File: src/rtl/rv32v_lane_mem_sequencer_if.sv
// Element-group, dcache and writeback signals of the lane memory sequencer.
// slave is the sequencer's view; master is the surrounding pipeline/dcache.
interface rv32v_lane_mem_sequencer_if #(
  parameter int LANES  = 4,
  parameter int LIDX_W = 3
);
  logic                  flush;
  logic                  in_valid;
  logic                  in_ready;
  logic                  in_load;
  logic                  in_store;
  logic [1:0]            in_eew;
  logic [LANES-1:0]      in_lane_ena;
  logic [LANES*32-1:0]   in_addr;
  logic [LANES*32-1:0]   in_wdata;
  logic                  dmem_ren;
  logic                  dmem_wen;
  logic [31:0]           dmem_addr;
  logic [31:0]           dmem_wdata;
  logic [3:0]            dmem_byte_en;
  logic [31:0]           dmem_rdata;
  logic                  dmem_hit;
  logic                  out_valid;
  logic                  out_ready;
  logic [LANES*32-1:0]   out_data;
  logic                  out_exception;
  logic [LIDX_W-1:0]     out_exc_lane;
  logic                  busy;

  modport slave (
    input  flush, in_valid, in_load, in_store, in_eew, in_lane_ena, in_addr, in_wdata,
           dmem_rdata, dmem_hit, out_ready,
    output in_ready, dmem_ren, dmem_wen, dmem_addr, dmem_wdata, dmem_byte_en,
           out_valid, out_data, out_exception, out_exc_lane, busy
  );

  modport master (
    output flush, in_valid, in_load, in_store, in_eew, in_lane_ena, in_addr, in_wdata,
           dmem_rdata, dmem_hit, out_ready,
    input  in_ready, dmem_ren, dmem_wen, dmem_addr, dmem_wdata, dmem_byte_en,
           out_valid, out_data, out_exception, out_exc_lane, busy
  );
endinterface

File: src/rtl/rv32v_lane_mem_sequencer.sv
// Serialises enabled lanes of a vector group onto one dcache port; one cycle per lane on hit plus one result cycle.
// Requests held until dmem_hit; result held until out_ready; new groups only accepted while idle.
module rv32v_lane_mem_sequencer #(
  parameter int LANES    = 4,
  parameter int SIGN_EXT = 0,
  parameter int LIDX_W   = 3
) (
  input  logic CLK,
  input  logic nRST,
  rv32v_lane_mem_sequencer_if.slave bus
);

  typedef enum logic [1:0] {IDLE, ISSUE, RESP} state_t;

  state_t              state, state_nxt;
  logic                load_q;
  logic [1:0]          eew_q;
  logic [LANES-1:0]    ena_q;
  logic [LANES*32-1:0] addr_q, wdata_q, data_q;
  logic [LIDX_W-1:0]   ptr_q, exc_lane_q;
  logic                exc_q;

  logic                go_issue;
  logic [LIDX_W-1:0]   first_ptr, nxt_ptr;
  logic                nxt_found;
  logic [31:0]         cur_addr, cur_wdata, sh_rdata, ext_data;
  logic                fault, req;
  logic [3:0]          be_base;

  assign go_issue = (bus.in_load | bus.in_store) & (|bus.in_lane_ena);

  // Descending scans leave the lowest qualifying lane as the winner.
  always_comb begin
    first_ptr = '0;
    nxt_ptr   = '0;
    nxt_found = 1'b0;
    for (int i = LANES-1; i >= 0; i--) begin
      if (bus.in_lane_ena[i]) first_ptr = LIDX_W'(i);
      if (ena_q[i] && (LIDX_W'(i) > ptr_q)) begin
        nxt_ptr   = LIDX_W'(i);
        nxt_found = 1'b1;
      end
    end
  end

  always_comb begin
    cur_addr  = '0;
    cur_wdata = '0;
    for (int i = 0; i < LANES; i++) begin
      if (ptr_q == LIDX_W'(i)) begin
        cur_addr  = addr_q[32*i +: 32];
        cur_wdata = wdata_q[32*i +: 32];
      end
    end
  end

  always_comb begin
    case (eew_q)
      2'b01:   fault = cur_addr[0];
      2'b10:   fault = |cur_addr[1:0];
      2'b11:   fault = 1'b1;
      default: fault = 1'b0;
    endcase
  end

  always_comb begin
    sh_rdata = bus.dmem_rdata >> {cur_addr[1:0], 3'b000};
    case (eew_q)
      2'b00:   ext_data = (SIGN_EXT != 0) ? {{24{sh_rdata[7]}}, sh_rdata[7:0]}
                                          : {24'h0, sh_rdata[7:0]};
      2'b01:   ext_data = (SIGN_EXT != 0) ? {{16{sh_rdata[15]}}, sh_rdata[15:0]}
                                          : {16'h0, sh_rdata[15:0]};
      default: ext_data = sh_rdata;
    endcase
  end

  assign req = (state == ISSUE) & ~fault & ~bus.flush;

  always_ff @(posedge CLK or negedge nRST) begin
    if (!nRST) state <= IDLE;
    else       state <= state_nxt;
  end

  always_comb begin
    state_nxt = state;
    if (bus.flush) begin
      state_nxt = IDLE;
    end else begin
      case (state)
        IDLE:    if (bus.in_valid) state_nxt = go_issue ? ISSUE : RESP;
        ISSUE:   if (fault || (bus.dmem_hit && !nxt_found)) state_nxt = RESP;
        RESP:    if (bus.out_ready) state_nxt = IDLE;
        default: state_nxt = IDLE;
      endcase
    end
  end

  always_comb begin
    case (eew_q)
      2'b00:   be_base = 4'b0001;
      2'b01:   be_base = 4'b0011;
      default: be_base = 4'b1111;
    endcase
    bus.in_ready      = (state == IDLE);
    bus.busy          = (state != IDLE);
    bus.dmem_ren      = req & load_q;
    bus.dmem_wen      = req & ~load_q;
    bus.dmem_addr     = req ? {cur_addr[31:2], 2'b00} : 32'h0;
    bus.dmem_byte_en  = req ? (be_base << cur_addr[1:0]) : 4'h0;
    bus.dmem_wdata    = req ? (cur_wdata << {cur_addr[1:0], 3'b000}) : 32'h0;
    bus.out_valid     = (state == RESP);
    bus.out_exception = (state == RESP) & exc_q;
    bus.out_exc_lane  = (state == RESP) ? exc_lane_q : '0;
    bus.out_data      = data_q;
  end

  // A store acknowledged before a flush is not undone, so flush only drops the fault record.
  always_ff @(posedge CLK or negedge nRST) begin
    if (!nRST) begin
      load_q     <= 1'b0;
      eew_q      <= 2'b00;
      ena_q      <= '0;
      addr_q     <= '0;
      wdata_q    <= '0;
      data_q     <= '0;
      ptr_q      <= '0;
      exc_q      <= 1'b0;
      exc_lane_q <= '0;
    end else if (bus.flush) begin
      exc_q      <= 1'b0;
      exc_lane_q <= '0;
    end else begin
      case (state)
        IDLE: if (bus.in_valid) begin
          load_q     <= bus.in_load;
          eew_q      <= bus.in_eew;
          ena_q      <= bus.in_lane_ena;
          addr_q     <= bus.in_addr;
          wdata_q    <= bus.in_wdata;
          data_q     <= '0;
          ptr_q      <= first_ptr;
          exc_q      <= 1'b0;
          exc_lane_q <= '0;
        end
        ISSUE: if (fault) begin
          exc_q      <= 1'b1;
          exc_lane_q <= ptr_q;
        end else if (bus.dmem_hit) begin
          for (int i = 0; i < LANES; i++)
            if (load_q && (ptr_q == LIDX_W'(i))) data_q[32*i +: 32] <= ext_data;
          ptr_q <= nxt_ptr;
        end
        default: ;
      endcase
    end
  end

endmodule

File: src/flat_wrapper.sv
// flat-port wrapper written by rule: the top's interface ports become plain ports
module rv32v_lane_mem_sequencer_flat 
#(
  parameter int LANES    = 4,
  parameter int SIGN_EXT = 0,
  parameter int LIDX_W   = 3
)
  (CLK, nRST, bus_flush, bus_in_valid, bus_in_load, bus_in_store, bus_in_eew, bus_in_lane_ena, bus_in_addr, bus_in_wdata, bus_dmem_rdata, bus_dmem_hit, bus_out_ready, bus_in_ready, bus_dmem_ren, bus_dmem_wen, bus_dmem_addr, bus_dmem_wdata, bus_dmem_byte_en, bus_out_valid, bus_out_data, bus_out_exception, bus_out_exc_lane, bus_busy);
  rv32v_lane_mem_sequencer_if #(.LANES(LANES), .LIDX_W(LIDX_W)) bus_i ();
  input  logic CLK;
  input  logic nRST;
  input wire logic [$bits(bus_i.flush)-1:0] bus_flush;
  input wire logic [$bits(bus_i.in_valid)-1:0] bus_in_valid;
  input wire logic [$bits(bus_i.in_load)-1:0] bus_in_load;
  input wire logic [$bits(bus_i.in_store)-1:0] bus_in_store;
  input wire logic [$bits(bus_i.in_eew)-1:0] bus_in_eew;
  input wire logic [$bits(bus_i.in_lane_ena)-1:0] bus_in_lane_ena;
  input wire logic [$bits(bus_i.in_addr)-1:0] bus_in_addr;
  input wire logic [$bits(bus_i.in_wdata)-1:0] bus_in_wdata;
  input wire logic [$bits(bus_i.dmem_rdata)-1:0] bus_dmem_rdata;
  input wire logic [$bits(bus_i.dmem_hit)-1:0] bus_dmem_hit;
  input wire logic [$bits(bus_i.out_ready)-1:0] bus_out_ready;
  output wire logic [$bits(bus_i.in_ready)-1:0] bus_in_ready;
  output wire logic [$bits(bus_i.dmem_ren)-1:0] bus_dmem_ren;
  output wire logic [$bits(bus_i.dmem_wen)-1:0] bus_dmem_wen;
  output wire logic [$bits(bus_i.dmem_addr)-1:0] bus_dmem_addr;
  output wire logic [$bits(bus_i.dmem_wdata)-1:0] bus_dmem_wdata;
  output wire logic [$bits(bus_i.dmem_byte_en)-1:0] bus_dmem_byte_en;
  output wire logic [$bits(bus_i.out_valid)-1:0] bus_out_valid;
  output wire logic [$bits(bus_i.out_data)-1:0] bus_out_data;
  output wire logic [$bits(bus_i.out_exception)-1:0] bus_out_exception;
  output wire logic [$bits(bus_i.out_exc_lane)-1:0] bus_out_exc_lane;
  output wire logic [$bits(bus_i.busy)-1:0] bus_busy;
  assign bus_i.flush = bus_flush;
  assign bus_i.in_valid = bus_in_valid;
  assign bus_i.in_load = bus_in_load;
  assign bus_i.in_store = bus_in_store;
  assign bus_i.in_eew = bus_in_eew;
  assign bus_i.in_lane_ena = bus_in_lane_ena;
  assign bus_i.in_addr = bus_in_addr;
  assign bus_i.in_wdata = bus_in_wdata;
  assign bus_i.dmem_rdata = bus_dmem_rdata;
  assign bus_i.dmem_hit = bus_dmem_hit;
  assign bus_i.out_ready = bus_out_ready;
  assign bus_in_ready = bus_i.in_ready;
  assign bus_dmem_ren = bus_i.dmem_ren;
  assign bus_dmem_wen = bus_i.dmem_wen;
  assign bus_dmem_addr = bus_i.dmem_addr;
  assign bus_dmem_wdata = bus_i.dmem_wdata;
  assign bus_dmem_byte_en = bus_i.dmem_byte_en;
  assign bus_out_valid = bus_i.out_valid;
  assign bus_out_data = bus_i.out_data;
  assign bus_out_exception = bus_i.out_exception;
  assign bus_out_exc_lane = bus_i.out_exc_lane;
  assign bus_busy = bus_i.busy;
  rv32v_lane_mem_sequencer #(.LANES(LANES), .SIGN_EXT(SIGN_EXT), .LIDX_W(LIDX_W)) u_core (.CLK(CLK), .nRST(nRST), .bus(bus_i));
endmodule
File: config.mk
export PLATFORM = sky130hd
export DESIGN_NAME = rv32v_lane_mem_sequencer_flat
export DESIGN_NICKNAME = d
export VERILOG_FILES = /design/src/rtl/rv32v_lane_mem_sequencer_if.sv /design/src/rtl/rv32v_lane_mem_sequencer.sv /design/src/flat_wrapper.sv
export SDC_FILE = /design/constraint.sdc
export NUM_CORES = 1
export LEC_CHECK = 0
export BUFFER_PORTS_ARGS = -buffer_cell sky130_fd_sc_hd__buf_2
export CORE_AREA = 2 2 195 197
export CTS_CLUSTER_DIAMETER = 40
export DETAILED_ROUTE_END_ITERATION = 10
export DIE_AREA = 0 0 197 199
export HOLD_SLACK_MARGIN = 0.12
export PLACE_DENSITY = 0.83
export SETUP_SLACK_MARGIN = 0.2
export SLEW_MARGIN = 10
export SYNTH_ARGS = -nofsm -noshare
export SYNTH_HDL_FRONTEND = slang
export SYNTH_SLANG_ARGS = --single-unit
File: constraint.sdc
create_clock -name CLK -period 3.8 [get_ports CLK]
set_input_delay 0.57 -clock CLK [delete_from_list [all_inputs] [get_ports CLK]]
set_output_delay 0.57 -clock CLK [all_outputs]
set_load 0.05 [all_outputs]
==> impl_metrics.json <==
{
  "antenna_found_initial": 26,
  "period_share_pct": 91.23,
  "dieHeight_um": 199,
  "wl_met3_um": 3865,
  "min_path_cells": 3,
  "wire_length_of_the_first_global_routing_pass_um": 78870,
  "synth_seq_cells": 397,
  "dr.first_iter.drc_count": 746,
  "antenna_left": 0,
  "synth_xor_area_share_pct": 0.04792,
  "cpMaxStageDelayCell": "mux4_2",
  "fraction_of_the_mapped_netlist_area_in_simple_logic_gates_pct": 3.861,
  "first_global_vias": 13699,
  "detail_route.wirelength.met1_um": 19190,
  "drc_errors": 0,
  "design.core.area_sq_um": 37130,
  "achievable-frequency_mhz": 288.5,
  "route.detailed.vias_per_inst": 5.555,
  "start_util_pct": 49.22,
  "synth.distinct_cells": 51,
  "ys_warn_count": 0,
  "gp_routability_congestion": 0.8526,
  "wire_per_inst_um": 22.81,
  "cts-root-to-sink-buffers": 3,
  "main_combinational_cell_family_by_area_after_synthesis": "multiplexers",
  "leakage_nw": 10.92,
  "synth-main-ff-cell": "dfrtp_1",
  "sequential_area_share_after_synthesis_pct": 54.35,
  "io_pins": 507,
  "synth-async-reset-ratio_pct": 100.0,
  "crit_path_cell_trace": "mux4_2 > buf_4 > a2111oi_4 > buf_4 > and2_1 > buf_2",
  "area_delta_synth_final_pct": 26.66,
  "synth-adder-area-share_pct": 0.05476,
  "chipWidth_um": 197,
  "cts.clk_slew.worst_paths_ns": 0.06,
  "synth_compound_area_share_pct": 3.758,
  "regToRegSetupSlack_ns": 0.95,
  "fillCellCount": 2781,
  "crit_cells": 6,
  "critical_path.startpoint_type": "register",
  "final_hold_viol_count": 0,
  "setup_ws_ns": 0.3334,
  "critical_path.most_common_cell": "buf_4",
  "routed-wl-met2_um": 26670,
  "clock_skew_ns": 0.01714,
  "hold_ws_ns": 0.2027,
  "row_count": 71,
  "cp-end-kind": "primary output",
  "final_setup_violations": 0,
  "path_buf_inv": 3,
  "worst-slew-pin-transition_ns": 0.7744,
  "grt_setup_unrepaired": "false",
  "setup_tns_ns": 0,
  "clk_root_buffer_cell": "clkbuf_16",
  "synth.area.mux_share_pct": 33.78,
  "design.die.area_sq_um": 39200,
  "io_buffer_count": 503,
  "layout.cells.most_common_list": "buf_2, dfrtp_1, mux2_2, mux2i_1, inv_1",
  "placed_cells": 2183,
  "max_slew_margin_pct": 48.27,
  "route.final.wire_length_um": 52430,
  "post_synth_edffs": 0,
  "vias_after_detailed_routing": 12770,
  "grt_start_max_net_pins": 139,
  "fin_crit_ns": 3.467,
  "synthesis.instances": 1266,
  "postSynthAreaPerCell_sq_um": 14.44,
  "r2r.worst_path.cells": 6,
  "holdCritStartpoint": "bus_in_eew[0]",
  "clock_sinks": 397,
  "globalRouteTotalUtil_pct": 26.73,
  "htreeDepth": 2,
  "place_ws_ns": 0.6978,
  "crit_family": "buffers and inverters",
  "cap_viol_max_count": 0,
  "clock_tree_from_tritoncts": "yes",
  "crit_path_max_incr_delay_ns": 0.58,
  "tritoncts.num_buffers": 53,
  "hold_path_class": "input pin to register",
  "result_of_the_run": "finished clean",
  "worst_skew_pair.late_latency_ns": 0.58,
  "worst_ep_arrival_time_ns": 2.90,
  "drive_gt1_share_pct": 57.32,
  "worst_ep_required_time_ns": 3.23,
  "powerDensity_nw_per_um2": 794.3,
  "number_of_standard_cells_in_the_final_layout_excluding_fillers": 2299,
  "hold_end": "u_core.eew_q[0]",
  "mostFrequentLayoutCell": "buf_2",
  "reg2reg_to": "u_core.bus.out_data[66]",
  "ir_drop_mv": 0.4994,
  "dr.max_layer_used": "met5",
  "timing.rr.start": "u_core.ptr_q[1]",
  "crit_type": "register to primary output",
  "dr.pass1.iters": 4,
  "finalMaxSlewViolations": 0,
  "overflow": 0,
  "dp.final_hpwl_um": 37840,
  "netlist_area_sq_um": 18280,
  "final_nets": 2068,
  "cp_max_fo": 31
}
[worst min-delay path: cells and delay by family]
family | cells | cell delay (ns)
buf+inv | 1 | 0.08
compound gates | 1 | 0.06
simple gates | 1 | 0.04
[per-stage QoR]
step / util (%) / power (W) / area (sq um)
floorplan: - / 0.01147 / 18290
global placement: 57.28 / 0.01313 / 21270
detailed placement: 57.28 / 0.01337 / 21270
CTS: 62.20 / 0.01846 / 23100
global route: 62.34 / 0.01921 / 23150
finish: 62.35 / 0.01839 / 23150
[synthesized netlist by cell type, drive strengths merged, types with 2 or more instances]
library cell | n | share of area [%]
nand2b | 3 | 0.10
buf | 64 | 2.2
o21ai | 9 | 0.25
o211ai | 2 | 0.082
or3 | 4 | 0.14
a21oi | 4 | 0.11
clkbuf | 24 | 0.49
nor3 | 3 | 0.082
a2bb2oi | 8 | 0.38
a2111oi | 2 | 0.20
dfrtp | 397 | 54
and2 | 43 | 1.5
o2bb2ai | 8 | 0.38
a31oi | 4 | 0.14
nor2 | 33 | 0.68
and3 | 4 | 0.14
a211oi | 21 | 1.1
nand3 | 3 | 0.082
o21a | 3 | 0.12
mux4 | 64 | 7.9
mux2 | 334 | 21
mux2i | 97 | 5.3
or2 | 2 | 0.068
inv | 72 | 1.5
nor2b | 13 | 0.44
nand2 | 18 | 0.37
a32oi | 8 | 0.38
a32o | 2 | 0.11
[flip-flops by register name, indices dropped and copies added, names as in the netlist, 2 cells and up]
register             flops
u_core.ptr_q             2
u_core.eew_q             2
u_core.wdata_q         128
u_core.bus.out_data    128
u_core.ena_q             3
u_core.exc_lane_q        2
u_core.state             2
u_core.addr_q          128
[kinds of logic after synthesis]
| kind of cell | count (synthesis) |
|---|---|
| AOI/OAI and AO/OA | 81 |
| xor gates and xnor gates | 1 |
| adders and majority gates | 1 |
| buffers and inverters | 160 |
| DFF | 397 |
| muxes | 495 |
| other | 1 |
| and+or+nand+nor | 130 |
[how the worst max path moves through the flow]
stage	endpoint	slack (ns)	startpoint
finish	bus_dmem_wdata[0]	0.33	u_core.ptr_q[0]
global placement	bus_dmem_wdata[3]	0.76	u_core.ptr_q[1]
detailed placement	bus_dmem_wdata[2]	0.70	bus_flush
CTS	bus_dmem_wdata[30]	0.20	u_core.ptr_q[0]
floorplan	bus_dmem_byte_en[2]	0.26	u_core.ptr_q[0]
global route	bus_dmem_addr[3]	0.22	u_core.ptr_q[1]
[repair_timing]
item | in CTS | in global routing
setup endpoints to repair | 19 | 18
setup buffers | 1 | 0
pin swaps | 1 | 0
hold buffers | 1 | 0
endpoints found under the hold margin | 86 | 0
gates resized for setup | 2 | 4
[where the power goes]
part / internal [W] / switching [W] / total [W]
combinational: 0.00307 / 0.00399 / 0.00706
sequential: 0.00555 / 0.000791 / 0.00634
clock: 0.00298 / 0.00201 / 0.00499
[area by class of cell]
class,count,area [sq um],area share [%]
Antenna cell,16,40.04,0.1729
Clock buffer,65,1494,6.453
Clock inverter,33,307.8,1.330
Inverter,72,270.3,1.167
Multi-Input combinational cell,711,7629,32.95
Sequential cell,397,9942,42.94
Tap cell,474,593.1,2.562
Timing Repair Buffer,531,2875,12.42
[routing by layer]
layer / global-route usage, % / up-vias
met5: 0 / -
met3: 7.325 / 153
met1: 30.75 / 6486
li1: - / 5584
met2: 44.76 / 535
met4: 16.26 / 12
Note: power is estimated with default switching activity, not from simulation.
